==> src/rtl/wb_fifo_uart_tx.sv <==
// wb_fifo_uart_tx: drains a byte FIFO through its Wishbone pop port and
// shifts each byte out as a UART frame (start, DW data bits LSB first,
// optional even parity, one stop bit).
// Optional feature macro: UART_TX_PARITY_EN inserts an even-parity bit
// between the data bits and the stop bit.
module wb_fifo_uart_tx #(
    parameter int DW          = 8,
    parameter int CLK_DIV     = 16,
    parameter int ACK_TIMEOUT = 4
) (
    input  logic          i_clk,
    input  logic          i_reset_n,
    input  logic          i_fifo_empty,
    output logic          o_wb_pop_stb,
    output logic          o_wb_pop_cyc,
    input  logic          i_wb_pop_ack,
    input  logic [DW-1:0] i_wb_pop_data,
    output logic          o_tx,
    output logic          o_busy,
    output logic          o_byte_done
);
    localparam int BW = (CLK_DIV > 1) ? $clog2(CLK_DIV) : 1;
    localparam int CW = $clog2(DW + 1);
    localparam int TW = (ACK_TIMEOUT > 1) ? $clog2(ACK_TIMEOUT) : 1;
    localparam logic [BW-1:0] BAUD_MAX = BW'(CLK_DIV - 1);
    localparam logic [CW-1:0] BIT_MAX  = CW'(DW - 1);
    localparam logic [TW-1:0] TO_MAX   = TW'(ACK_TIMEOUT - 1);

    typedef enum logic [2:0] {
        IDLE,
        POP,
        WAIT_ACK,
        LOAD,
        START,
        DATA,
`ifdef UART_TX_PARITY_EN
        PARITY,
`endif
        STOP
    } state_t;

    state_t        state_q, state_d;
    logic [BW-1:0] baud_q, baud_d;
    logic [CW-1:0] bit_q, bit_d;
    logic [TW-1:0] to_q, to_d;
    logic [DW-1:0] shift_q, shift_d;
    logic          tx_q, tx_d;
    logic          stb_q, stb_d;
    logic          busy_q, busy_d;
    logic          done_q, done_d;
`ifdef UART_TX_PARITY_EN
    logic          parity_q, parity_d;
`endif

    // Next-state, counters and shift register; outputs are derived from the
    // next state so every output is a flop that lines up with its state.
    always_comb begin
        state_d = state_q;
        baud_d  = baud_q;
        bit_d   = bit_q;
        to_d    = to_q;
        shift_d = shift_q;
`ifdef UART_TX_PARITY_EN
        parity_d = parity_q;
`endif
        case (state_q)
            IDLE: begin
                if (!i_fifo_empty) state_d = POP;
            end
            POP: begin
                state_d = WAIT_ACK;
                to_d    = '0;
            end
            WAIT_ACK: begin
                if (i_wb_pop_ack)        state_d = LOAD;
                else if (to_q == TO_MAX) state_d = IDLE;
                else                     to_d = to_q + 1'b1;
            end
            LOAD: begin
                // Data lands the cycle after ack (registered read address + sync RAM).
                shift_d = i_wb_pop_data;
`ifdef UART_TX_PARITY_EN
                parity_d = ^i_wb_pop_data;
`endif
                baud_d  = '0;
                bit_d   = '0;
                state_d = START;
            end
            default: begin
                // Bit-timed states: advance only at the end of a bit period.
                if (baud_q == BAUD_MAX) begin
                    baud_d = '0;
                    case (state_q)
                        START: state_d = DATA;
                        DATA: begin
                            shift_d = shift_q >> 1;
                            if (bit_q == BIT_MAX) begin
`ifdef UART_TX_PARITY_EN
                                state_d = PARITY;
`else
                                state_d = STOP;
`endif
                            end else begin
                                bit_d = bit_q + 1'b1;
                            end
                        end
`ifdef UART_TX_PARITY_EN
                        PARITY: state_d = STOP;
`endif
                        default: state_d = IDLE;
                    endcase
                end else begin
                    baud_d = baud_q + 1'b1;
                end
            end
        endcase

        tx_d = 1'b1;
        case (state_d)
            START:  tx_d = 1'b0;
            DATA:   tx_d = shift_d[0];
`ifdef UART_TX_PARITY_EN
            PARITY: tx_d = parity_d;
`endif
            default: tx_d = 1'b1;
        endcase
        stb_d  = (state_d == POP);
        busy_d = (state_d != IDLE);
        done_d = (state_d == STOP) && (baud_d == BAUD_MAX);
    end

    // State and output registers with synchronous active-low reset.
    always_ff @(posedge i_clk) begin
        if (!i_reset_n) begin
            state_q <= IDLE;
            baud_q  <= '0;
            bit_q   <= '0;
            to_q    <= '0;
            shift_q <= '0;
            tx_q    <= 1'b1;
            stb_q   <= 1'b0;
            busy_q  <= 1'b0;
            done_q  <= 1'b0;
`ifdef UART_TX_PARITY_EN
            parity_q <= 1'b0;
`endif
        end else begin
            state_q <= state_d;
            baud_q  <= baud_d;
            bit_q   <= bit_d;
            to_q    <= to_d;
            shift_q <= shift_d;
            tx_q    <= tx_d;
            stb_q   <= stb_d;
            busy_q  <= busy_d;
            done_q  <= done_d;
`ifdef UART_TX_PARITY_EN
            parity_q <= parity_d;
`endif
        end
    end

    assign o_wb_pop_stb = stb_q;
    assign o_wb_pop_cyc = stb_q;
    assign o_tx         = tx_q;
    assign o_busy       = busy_q;
    assign o_byte_done  = done_q;

endmodule

==> config.mk <==
export PLATFORM = sky130hd
export DESIGN_NAME = wb_fifo_uart_tx
export DESIGN_NICKNAME = d
export VERILOG_FILES = /design/src/rtl/wb_fifo_uart_tx.sv
export SDC_FILE = /design/constraint.sdc
export NUM_CORES = 1
export LEC_CHECK = 0
export BUFFER_PORTS_ARGS = -buffer_cell sky130_fd_sc_hd__buf_2
export CAP_MARGIN = 10
export CORE_ASPECT_RATIO = 1.5
export CORE_MARGIN = 2
export CORE_UTILIZATION = 50
export DETAILED_ROUTE_END_ITERATION = 8
export GPL_ROUTABILITY_DRIVEN = 0
export PLACE_DENSITY = 0.84
export SYNTH_ARGS = -nofsm -noshare
export SYNTH_HDL_FRONTEND = slang
export SYNTH_SLANG_ARGS = --single-unit
==> constraint.sdc <==
create_clock -name i_clk -period 1.65 [get_ports i_clk]
set_input_delay 0.2475 -clock i_clk [delete_from_list [all_inputs] [get_ports i_clk]]
set_output_delay 0.2475 -clock i_clk [all_outputs]
set_load 0.01 [all_outputs]
# Yosys cells after proc, flatten, opt, wreduce, memory -nomap -nowiden
# Index checks and enable logic that the tools add are counted.
[op_classes]
n_reduce_logical = 10
bitwise_logic = 1
n_eq_ne = 16
n_mux = 20
add_sub_neg = 3
[op_table]
columns = ["cell", "n"]
rows = [
  ["$mux W4", 4],
  ["$mux W8", 2],
  ["$pmux W4 S2", 2],
  ["$pmux W8 S2", 1],
  ["$eq A3 B3 Y1 const B", 5],
  ["$mux W3", 5],
  ["$pmux W3 S4", 1],
  ["$add A4 B1 Y4 const B", 2],
  ["$eq A4 B4 Y1 const B", 2],
  ["$eq A3 B1 Y1 const B", 2],
  ["$eq A3 B2 Y1 const B", 2],
  ["$pmux W3 S2", 1],
  ["$reduce_and A3 Y1", 2],
  ["$reduce_bool A2 Y1", 3],
  ["$eq A4 B3 Y1 const B", 1],
  ["$mux W2", 2],
  ["$ne A2 B2 Y1 const B", 2],
  ["$pmux W2 S2", 1],
  ["$reduce_and A4 Y1", 1],
  ["$logic_not A3 Y1", 1],
  ["$reduce_bool A3 Y1", 1],
  ["$reduce_or A3 Y1", 1],
  ["$add A2 B1 Y2 const B", 1],
  ["$eq A2 B2 Y1 const B", 1],
  ["other kinds (4)", 4],
]
[totals]
output_inout_bits = 5
register_bits = 25
word_cells = 60
in_bits = 12

# Longest topological paths before layout
# Gate-level depths: netlist of run 1.
[depth]
word_depth = 7
depth_mapped = 6
mapped_depth_nobuf = 5

# Least setup slack after synthesis of run 1
# Ideal clock, no wire load.
[synth_timing]
kind = "register to register"
startpoint = "reg baud_q[0]"
endpoint = "reg tx_q, in the netlist o_tx"
path_slack_ns = 0.062
arrival_time_ns = 1.446
path_buffers = 0
path_stages_with_launch = 6
t_required_ns = 1.509
path_cell_list = "dfxtp_1 -> ha_1 -> nand3_2 -> a32o_1 -> a211oi_2 -> o311ai_1"
[synth_via]
elab_chain_len = 5
elab_cells_between_ends = 8
[synth_lines]
columns = ["item", "line_no", "source"]
rows = [
  ["from (decl)", "43", "logic [BW-1:0] baud_q, baud_d;"],
  ["from (signal assigned)", "149", "baud_q <= baud_d;"],
  ["$eq A4 B4 Y1 (*)", "91", "if (baud_q == BAUD_MAX) begin"],
  ["$mux W3", "91", ""],
  ["$pmux W3 S4", "66", "case (state_q)"],
  ["$eq A3 B3 Y1", "119", "case (state_d)"],
  ["$pmux W1 S2 (*)", "119", ""],
  ["to (signal assigned)", "153", "tx_q <= tx_d;"],
  ["to (decl)", "47", "logic tx_q, tx_d;"],
]
# Every way passes the cells marked *; elsewhere a longest branch is shown, timed or not. The select of a mux whose other input is x is not followed.
# A chain may end at the register's enable or synchronous reset.

# Worst setup path after layout of run 1
[layout_timing]
startpoint = "reg bit_q[1]"
endpoint = "reg tx_q, in the netlist o_tx"
[layout_via]
elab_chain_len = 7
elab_cells_between_ends = 8
[layout_lines]
columns = ["item", "line_no", "source"]
rows = [
  ["from (decl)", "44", "logic [CW-1:0] bit_q, bit_d;"],
  ["from (signal assigned)", "150", "bit_q <= bit_d;"],
  ["$eq A4 B3 Y1 (*)", "97", "if (bit_q == BIT_MAX) begin"],
  ["$mux W3 (*)", "97", ""],
  ["$pmux W3 S2 (*)", "93", "case (state_q)"],
  ["$mux W3 (*)", "91", ""],
  ["$pmux W3 S4 (*)", "66", ""],
  ["$eq A3 B3 Y1", "119", ""],
  ["$pmux W1 S2 (*)", "119", ""],
]
# Every way passes the cells marked *; elsewhere a longest branch is shown, timed or not.

==> flow_metrics.py, run 1 <==
metrics = {
    "placement": {
        "port_buffers": 16,
        "dp_cells": 186,
        "dp_hpwl_mm": 2.20,
    },
    "timing": {
        "clock-skew-final_ps": 13.3,
        "max_freq_mhz": 618,
        "finalCritPeriodShare": 0.981,
        "rsz0062_at_grt": "true",
        "maxSlewHeadroom": 0.731,
        "tightest_slew_ps": 394,
        "slew_viol_final": 0,
        "final_hold_viol_count": 0,
        "setup_viol": 0,
        "fin_crit_ps": 1620,
    },
    "route": {
        "detail_route.vias_per_cell": 6.20,
        "detail-route-antenna-nets": 0,
        "drc": 0,
        "wl_per_cell_um": 16.9,
        "routed_wl_mm": 3.26,
        "drtIter0Drc": 32,
        "vias": 1196,
        "firstDrtPassIters": 4,
    },
    "setup_path": {
        "required_ps": 1870,
        "max_stage_delay_ps": 390,
        "cp-end-kind": "flip-flop",
        "critPathKind": "flip-flop to flip-flop",
        "critPathArrivalTime_ps": 1830,
        "r2r_setup_slack_ps": 30,
        "start_kind": "flip-flop",
        "cp_slowest_cell": "a211oi_4",
        "cp_cell_sequence": "ha_4, and3b_2, and2_4, a211oi_4, o311ai_2",
        "path_max_fanout": 5,
    },
    "cts": {
        "cts_sinks": 25,
        "clk_pin_slew_ps": 150,
        "cts_tree": "yes",
        "root_buffer": "clkbuf_4",
        "clockBufferDepth": 2,
        "cts_inserted_buffers": 3,
        "clock_latency_ps": 330,
        "htree_levels": 1,
    },
    "yosys": {
        "ys_warn_count": 0,
        "yosysTopAreaCell": "dfxtp_1",
        "syn_area_per_cell_um2": 9.18,
        "synth_cells": 138,
        "ys_ff_latch": 25,
        "synthTopCellsByArea": "dfxtp_1 39%, a21oi_1 6.3%, a22oi_1 4.1%",
        "yosys.cell_types.count": 45,
        "ys_seq_area_frac": 0.395,
        "syn-cell-area_um2": 1270,
        "synth_top_cell_area_share": 0.395,
        "syn_nets": 153,
    },
    "global_route": {
        "grt_max_degree": 22,
        "grt_usage": 0.215,
        "overflow": 0,
        "grt_pass1_vias": 1190,
        "antenna_found_initial": 0,
        "grt_pass1_wl_mm": 4.84,
    },
    "finish": {
        "stdcell_count": 193,
        "drive_gt1_frac": 0.385,
        "layout_commonest_cell": "buf_4",
        "final_nets": 185,
        "syn_to_final_growth_pct": 26.2,
        "layout_common_cells": "21 x buf_4, 19 x dfxtp_1, 16 x a21oi_1, 16 x buf_2, 12 x nand2_1",
        "antenna_cells": 0,
        "nFillCells": 192,
    },
    "floorplanning": {
        "start_util": 0.523,
        "ios": 17,
        "die_x_um": 45.1,
        "die_area_um2": 2960,
        "row_count": 22,
        "die_h_um": 65.7,
        "core_area_um2": 2420,
    },
    "min_path": {
        "hold_path_class": "input pin to flip-flop",
    },
    "power_and_ir_drop": {
        "leakage_nw": 0.628,
        "power.total_w": 0.00134,
        "p_per_area_nw_per_um2": 838,
        "vdd_drop_max_v": 0.000540,
    },
    "outcome": {
        "status": "complete, no violations",
    },
    "job": {
        "cap_violations": 0,
    },
}
logic make-up (layout without fill, tap and decap cells):
kind of cell             Yosys count  count (layout)  share of synthesized area
AND/OR/NAND/NOR                   53              53                      0.259
AO/OA/AOI/OAI                     43              43                      0.249
flip-flops                        25              25                      0.395
buffers and inverters             13              44                     0.0612
adder cells (fa/ha/maj)            3               3                     0.0296
XOR/XNOR                           1               1                    0.00691
registers in the layout (all words and copies together), names as in the netlist:
name,cells
shift_q,8
o_byte_done,1
o_tx,1
baud_q,4
o_busy,1
o_wb_pop_cyc,1
state_q,3
to_q,2
bit_q,4
worst paths after layout:
kind | end | start | cells after the start
max | o_tx$_SDFF_PN1_ | bit_q[1]$_SDFFE_PN0P_ | 5
min reg2reg | shift_q[5]$_SDFFE_PN0P_ | shift_q[5]$_SDFFE_PN0P_ | 2
min | shift_q[7]$_SDFFE_PN0P_ | i_wb_pop_data[7] | 3
max reg2reg | o_tx$_SDFF_PN1_ | bit_q[1]$_SDFFE_PN0P_ | 5
cell usage after synthesis, drive strengths merged:
| cell type | count |
|---|---|
| or2b | 1 |
| or3b | 1 |
| xnor2 | 1 |
| a21oi | 17 |
| and3b | 2 |
| dfxtp | 25 |
| nor2 | 6 |
| a211oi | 2 |
| o21ai | 4 |
| nor2b | 2 |
| nand2 | 12 |
| buf | 8 |
| a32o | 1 |
| nor3 | 5 |
| o311ai | 1 |
| a221oi | 1 |
| a22oi | 7 |
| nand3b | 2 |
| a21o | 1 |
| and3 | 4 |
| nor3b | 1 |
| nand4 | 2 |
| or3 | 2 |
| nand3 | 8 |
| o41a | 1 |
| a31oi | 3 |
| inv | 3 |
| clkbuf | 2 |
| nor4b | 1 |
| a311oi | 1 |
| a41o | 1 |
| ha | 3 |
| and4b | 1 |
| a22o | 1 |
| a2111oi | 2 |
| and2 | 1 |
| nand2b | 2 |
layer usage:
metal,vias to the layer above,GRT usage,share of wire
li1,574,-,-
met1,574,0.241,0.38
met2,36,0.377,0.57
met3,12,0.0412,0.032
met4,0,0.0919,0.026
met5,-,0,0
what timing repair did:
item,CTS,global route
hold buffers,0,0
gates resized for setup,2,20
hold endpoints to repair,0,0
endpoints found under the setup margin,4,16
pin swaps,2,5
setup buffers,0,3
worst max-delay path, delay by kind of cell, from the launching register on:
kind | cells | cell delay [ps]
AOI/OAI and AO/OA | 2 | 540
and+or+nand+nor | 2 | 430
DFF | 1 | 370
adders and majority gates | 1 | 160
final cells by class:
class / instances / area (um2) / share of cell area
Sequential cell: 25 / 508 / 0.318
Multi-Input combinational cell: 100 / 782 / 0.489
Clock buffer: 3 / 22.5 / 0.0141
Timing Repair Buffer: 37 / 238 / 0.149
Clock inverter: 1 / 7.51 / 0.00469
Inverter: 3 / 11.3 / 0.00704
Tap cell: 24 / 30.0 / 0.0188
where the power goes:
part / leakage [nW] / total, W / switching [W] / internal (W)
Combinational: 0.408 / 0.000379 / 0.000200 / 0.000179
Clock: 0.0139 / 0.000283 / 0.000190 / 0.0000927
Sequential: 0.206 / 0.000679 / 0.0000351 / 0.000643
per-stage QoR:
step                hold WS [ps]  TNS, ps   util  area, um2  setup WS (ps)
floorplan                    384        0      -       1270           62.5
global placement             445        0  0.597       1450           13.2
detailed placement           454     -111  0.597       1450          -81.2
CTS                          126        0  0.615       1490           1.97
global route                 125    -90.9  0.660       1600          -36.2
finish                       136        0  0.660       1600           31.1
Note: power is estimated with default switching activity, not from simulation.
==> run 2, diff against run 1 <==
--- a/config.mk
+++ b/config.mk
@@ -9,10 +9,13 @@
 export CAP_MARGIN = 10
 export CORE_ASPECT_RATIO = 1.5
 export CORE_MARGIN = 2
-export CORE_UTILIZATION = 50
+export CORE_UTILIZATION = 53
+export CTS_BUF_LIST = sky130_fd_sc_hd__clkbuf_8
+export CTS_CLUSTER_DIAMETER = 80
 export DETAILED_ROUTE_END_ITERATION = 8
 export GPL_ROUTABILITY_DRIVEN = 0
-export PLACE_DENSITY = 0.84
+export PLACE_DENSITY = 0.87
 export SYNTH_ARGS = -nofsm -noshare
 export SYNTH_HDL_FRONTEND = slang
 export SYNTH_SLANG_ARGS = --single-unit
+export TNS_END_PERCENT = 10
==> run 2 against run 1 <==
Against the previous run: combinational power is 7.1% lower; final cell count is 2.6% lower; design area is 2.3% lower; power is 5.1% higher; hold slack better by 77 ps; sequential share of layout area is 0.76 points higher; via count is 0.33% lower; global-route usage is 4.8 points higher; critical endpoint unchanged.
==> flow_metrics.py, run 2 (synthesis results as in run 1) <==
metrics = {
    "floorplanning": {
        "start_util": 0.561,
        "die_h_um": 63.9,
        "core_area_um2": 2260,
        "row_count": 21,
        "die_x_um": 43.9,
        "die_area_um2": 2810,
        "ios": 17,
    },
    "job": {
        "cap_violations": 0,
    },
    "timing": {
        "final_hold_viol_count": 0,
        "maxSlewHeadroom": 0.734,
        "clock-skew-final_ps": 4.99,
        "hold_ws_ps": 213,
        "fin_ws_ps": 25.5,
        "rsz0062_at_grt": "true",
        "slew_viol_final": 0,
        "fin_crit_ps": 1620,
        "setup_viol": 0,
        "finalCritPeriodShare": 0.985,
        "tightest_slew_ps": 389,
        "max_freq_mhz": 616,
        "setup-tns-final_ps": 0,
    },
    "power_and_ir_drop": {
        "power.total_w": 0.00141,
        "leakage_nw": 0.595,
        "p_per_area_nw_per_um2": 902,
        "vdd_drop_max_v": 0.000875,
    },
    "global_route": {
        "grt_usage": 0.263,
        "grt_max_degree": 22,
        "overflow": 0,
        "grt_pass1_vias": 1248,
        "grt_pass1_wl_mm": 5.58,
        "antenna_found_initial": 0,
    },
    "cts": {
        "cts_hold_buf": 0,
        "cts_sinks": 25,
        "clock_latency_ps": 270,
        "clockBufferDepth": 2,
        "root_buffer": "clkbuf_8",
        "cts_inserted_buffers": 3,
        "clk_pin_slew_ps": 90,
        "htree_levels": 1,
        "cts_tree": "yes",
    },
    "finish": {
        "layout_common_cells": "21 x dfxtp_1, 16 x a21oi_1, 16 x buf_2, 16 x buf_4, 12 x nand2_1",
        "reg.largest.list": "shift_q x8, baud_q x4, bit_q x4",
        "largest_register": "shift_q",
        "largest_reg_flops": 8,
        "final_nets": 181,
        "layout_commonest_cell": "dfxtp_1",
        "nFillCells": 151,
        "syn_to_final_growth_pct": 23.2,
        "drive_gt1_frac": 0.352,
        "final_util": 0.691,
        "antenna_cells": 0,
    },
    "route": {
        "detail_route.vias_per_cell": 6.34,
        "vias": 1192,
        "detail-route-antenna-nets": 0,
        "routed_wl_mm": 3.36,
        "wl_per_cell_um": 17.9,
        "drtIter0Drc": 61,
        "drc": 0,
        "firstDrtPassIters": 4,
    },
    "min_path": {
        "holdPathStages": 3,
        "hold_path_class": "input pin to flip-flop",
    },
    "setup_path": {
        "required_ps": 1780,
        "cp_num_buf_inv": 0,
        "cp_cell_sequence": "ha_2, and3b_2, and2_4, a211oi_4, o311ai_1",
        "reg2reg_depth": 5,
        "critPathKind": "flip-flop to flip-flop",
        "cpLargestDelayFamily": "compound AO/OA/AOI/OAI gates",
        "cp-end-kind": "flip-flop",
        "cp.depth": 5,
        "start_kind": "flip-flop",
        "path_max_fanout": 5,
        "cp_slowest_cell": "dfxtp_2",
        "max_stage_delay_ps": 350,
        "critPathArrivalTime_ps": 1760,
    },
    "placement": {
        "port_buffers": 16,
        "dp_hpwl_mm": 2.36,
        "pre_cts_ws_ps": -72.1,
    },
    "outcome": {
        "status": "complete, no violations",
    },
}
-- run 2: cell count changes in the layout (fill, tap and decap cells not counted), moves of 2 or more --
| cell | before | now |
|---|---|---|
| clkbuf_8 | 0 | 3 |
| dfxtp_1 | 19 | 21 |
| buf_4 | 21 | 16 |
| dfxtp_2 | 6 | 3 |
| clkbuf_4 | 3 | 0 |
-- run 2: area by class of cell --
cell class | instances | area (um2) | area share
Inverter | 3 | 11.3 | 0.00721
Timing Repair Buffer | 33 | 211 | 0.135
Clock buffer | 3 | 41.3 | 0.0264
Tap cell | 23 | 28.8 | 0.0184
Sequential cell | 25 | 508 | 0.325
Multi-Input combinational cell | 100 | 753 | 0.482
Clock inverter | 1 | 7.51 | 0.00481
-- run 2: what timing repair did --
action,in CTS,in global routing
setup endpoints to repair,6,16
setup buffers,0,0
resized for setup,4,16
pin swaps,1,4
-- run 2: path summary, 6_finish.rpt --
| kind | start | to | slack, ps |
|---|---|---|---|
| worst max-delay path | bit_q[0]$_SDFFE_PN0P_ | o_tx$_SDFF_PN1_ | 30 |
| worst min-delay path | i_wb_pop_data[7] | shift_q[7]$_SDFFE_PN0P_ | 210 |
| worst max register to register | bit_q[0]$_SDFFE_PN0P_ | o_tx$_SDFF_PN1_ | 30 |
| worst min register to register | shift_q[5]$_SDFFE_PN0P_ | shift_q[5]$_SDFFE_PN0P_ | 460 |
-- run 2: worst register-to-register path, cell delays in order (launching register included) --
cell and delay (ps):
dfxtp_2 350, ha_2 190, and3b_2 240, and2_4 190, a211oi_4 350, o311ai_1 170
-- run 2: stage by stage --
step,area (um2),cells
after floorplan,1270,138
after global placement,1440,184
after detailed placement,1440,184
after CTS,1510,188
after global routing,1560,188
final,1560,188
-- run 2: layer usage --
| metal | wire (um) | part of all wire | track usage |
|---|---|---|---|
| met5 | 0 | 0 | 0 |
| met4 | 165 | 0.049 | 0.140 |
| met3 | 155 | 0.046 | 0.0367 |
| met2 | 1880 | 0.56 | 0.485 |
| met1 | 1170 | 0.35 | 0.269 |
-- run 2: power breakdown --
group | internal, W | switching, W
logic | 0.000165 | 0.000186
registers | 0.000645 | 0.0000466
clock network | 0.000171 | 0.000195
==> run 3, diff against run 2 <==
--- a/config.mk
+++ b/config.mk
@@ -7,7 +7,6 @@
 export LEC_CHECK = 0
 export BUFFER_PORTS_ARGS = -buffer_cell sky130_fd_sc_hd__buf_2
 export CAP_MARGIN = 10
-export CORE_ASPECT_RATIO = 1.5
 export CORE_MARGIN = 2
 export CORE_UTILIZATION = 53
 export CTS_BUF_LIST = sky130_fd_sc_hd__clkbuf_8
==> run 3 against run 2 <==
Against the previous run: final cell count up 4.3%; clock power up 1%; die area down 0.30%; combinational power up 15%; core utilization up 4.3 points; hold slack about the same; via count up 4.0%; flip-flop and latch count unchanged; largest power group unchanged.
==> flow_metrics.py, run 3 (synthesis results as in run 1) <==
metrics = {
    "outcome": {
        "status": "complete, no violations",
    },
    "cts": {
        "clk_pin_slew_ps": 90,
        "clockBufferDepth": 2,
        "clock_latency_ps": 280,
        "htree_levels": 1,
        "cts_hold_buf": 0,
        "root_buffer": "clkbuf_8",
        "cts_sinks": 25,
        "cts_inserted_buffers": 3,
        "cts_tree": "yes",
    },
    "global_route": {
        "met2_usage": 0.440,
        "grt_max_degree": 22,
        "use_met1": 0.304,
        "grt_pass1_wl_mm": 5.18,
        "top_usage_layer": "met2",
        "use_met3": 0.0452,
        "overflow": 0,
        "grt_usage": 0.258,
        "antenna_found_initial": 0,
        "grt_pass1_vias": 1135,
    },
    "timing": {
        "rsz0062_at_grt": "true",
        "final_hold_viol_count": 0,
        "finalCritPeriodShare": 0.979,
        "hold_ws_ps": 213,
        "slew_viol_final": 0,
        "max_freq_mhz": 619,
        "maxSlewHeadroom": 0.672,
        "fin_crit_ps": 1620,
        "clock-skew-final_ps": 1.41,
        "setup_viol": 0,
        "tightest_slew_ps": 489,
    },
    "finish": {
        "design_area_um2": 1640,
        "drive_gt1_frac": 0.423,
        "final_nets": 184,
        "largest_register": "shift_q",
        "antenna_cells": 0,
        "layout_common_cells": "19 x buf_4, 17 x dfxtp_1, 16 x a21oi_1, 16 x buf_2, 12 x nand2_1",
        "stdcell_count": 196,
        "reg.largest.list": "shift_q x8, baud_q x4, bit_q x4",
        "layout_commonest_cell": "buf_4",
        "largest_reg_flops": 8,
        "syn_to_final_growth_pct": 29.4,
    },
    "route": {
        "drc": 0,
        "vias": 1240,
        "firstDrtPassIters": 4,
        "routed_wl_mm": 3.47,
        "drtIter0Drc": 35,
        "wl_per_cell_um": 17.7,
        "detail_route.vias_per_cell": 6.33,
        "detail-route-antenna-nets": 0,
    },
    "power_and_ir_drop": {
        "leakage_nw": 0.636,
        "p_per_area_nw_per_um2": 891,
        "power.total_w": 0.00146,
        "vdd_drop_max_v": 0.000598,
    },
    "setup_path": {
        "critPathKind": "flip-flop to flip-flop",
        "critPathArrivalTime_ps": 1810,
        "cp-end-kind": "flip-flop",
        "start_kind": "flip-flop",
        "cp_slowest_cell": "or3b_4",
        "required_ps": 1850,
        "path_max_fanout": 4,
        "cp_cell_sequence": "ha_2, or3b_4, a21oi_4, a211oi_4, buf_6, nor4b_4",
        "cp_num_buf_inv": 1,
        "max_stage_delay_ps": 430,
        "cpLargestDelayFamily": "simple AND/OR/NAND/NOR gates",
    },
    "placement": {
        "place_area_um2": 1440,
        "dp_cells": 188,
        "port_buffers": 16,
        "dp_hpwl_mm": 2.26,
    },
    "floorplanning": {
        "die_x_um": 52.9,
        "ios": 17,
        "die_area_um2": 2800,
        "die_h_um": 52.9,
        "row_count": 17,
        "start_util": 0.568,
        "core_area_um2": 2230,
    },
    "job": {
        "cap_violations": 0,
    },
    "min_path": {
        "hold_path_class": "input pin to flip-flop",
    },
}
run 3: changes by cell type in the layout (fill, tap and decap cells not counted), sizes merged:
cell      change
buf           +3
clkinv        +1
clkinvlp      -1
run 3: worst paths after layout:
kind | from | end | slack, ps | cells after the start
worst max-delay path | to_q[0]$_SDFFE_PN0P_ | o_byte_done$_SDFF_PN0_ | 30 | 6
worst min-delay path | i_wb_pop_data[7] | shift_q[7]$_SDFFE_PN0P_ | 210 | 3
worst min register to register | shift_q[4]$_SDFFE_PN0P_ | shift_q[4]$_SDFFE_PN0P_ | 460 | 2
worst max register to register | to_q[0]$_SDFFE_PN0P_ | o_byte_done$_SDFF_PN0_ | 30 | 6
run 3: worst min-delay path, delay by kind of cell:
family / cells / cell delay (ps)
buffers and inverters: 1 / 100
AO/OA/AOI/OAI: 1 / 50
AND/OR/NAND/NOR: 1 / 50
run 3: report_power, final:
group,internal (W),switching [W]
sequential,0.000645,0.0000413
clock,0.000170,0.000201
combinational,0.000190,0.000215
total,0.00100,0.000457
run 3: cell type report:
cell class / instances / area, um2
clock buffer: 3 / 41.3
clock inverter: 1 / 5.00
fill: 158 / 593
inverter: 3 / 11.3
multi-input combinational: 100 / 803
sequential: 25 / 510
tap: 28 / 35.0
timing repair buffer: 36 / 234
run 3: metal layers:
metal  vias up  part of all wire
met4         0             0.033
met2        44              0.52
met5         -                 0
li1        577                 -
met3        11             0.046
met1       608              0.40
run 3: what timing repair did:
item	in CTS	in global routing
pin swaps	1	9
resized for setup	5	26
setup endpoints to repair	4	15
endpoints found under the hold margin	0	0
setup buffers	0	4
run 3: stage by stage:
stage                     setup TNS, ps  utilization  setup slack, ps
after floorplan                       0            -             62.5
after global placement                0        0.643             52.6
after detailed placement           -244        0.643             -106
after CTS                         -18.6        0.677            -17.5
after global routing              -28.4        0.734            -13.9
final                                 0        0.734             34.1
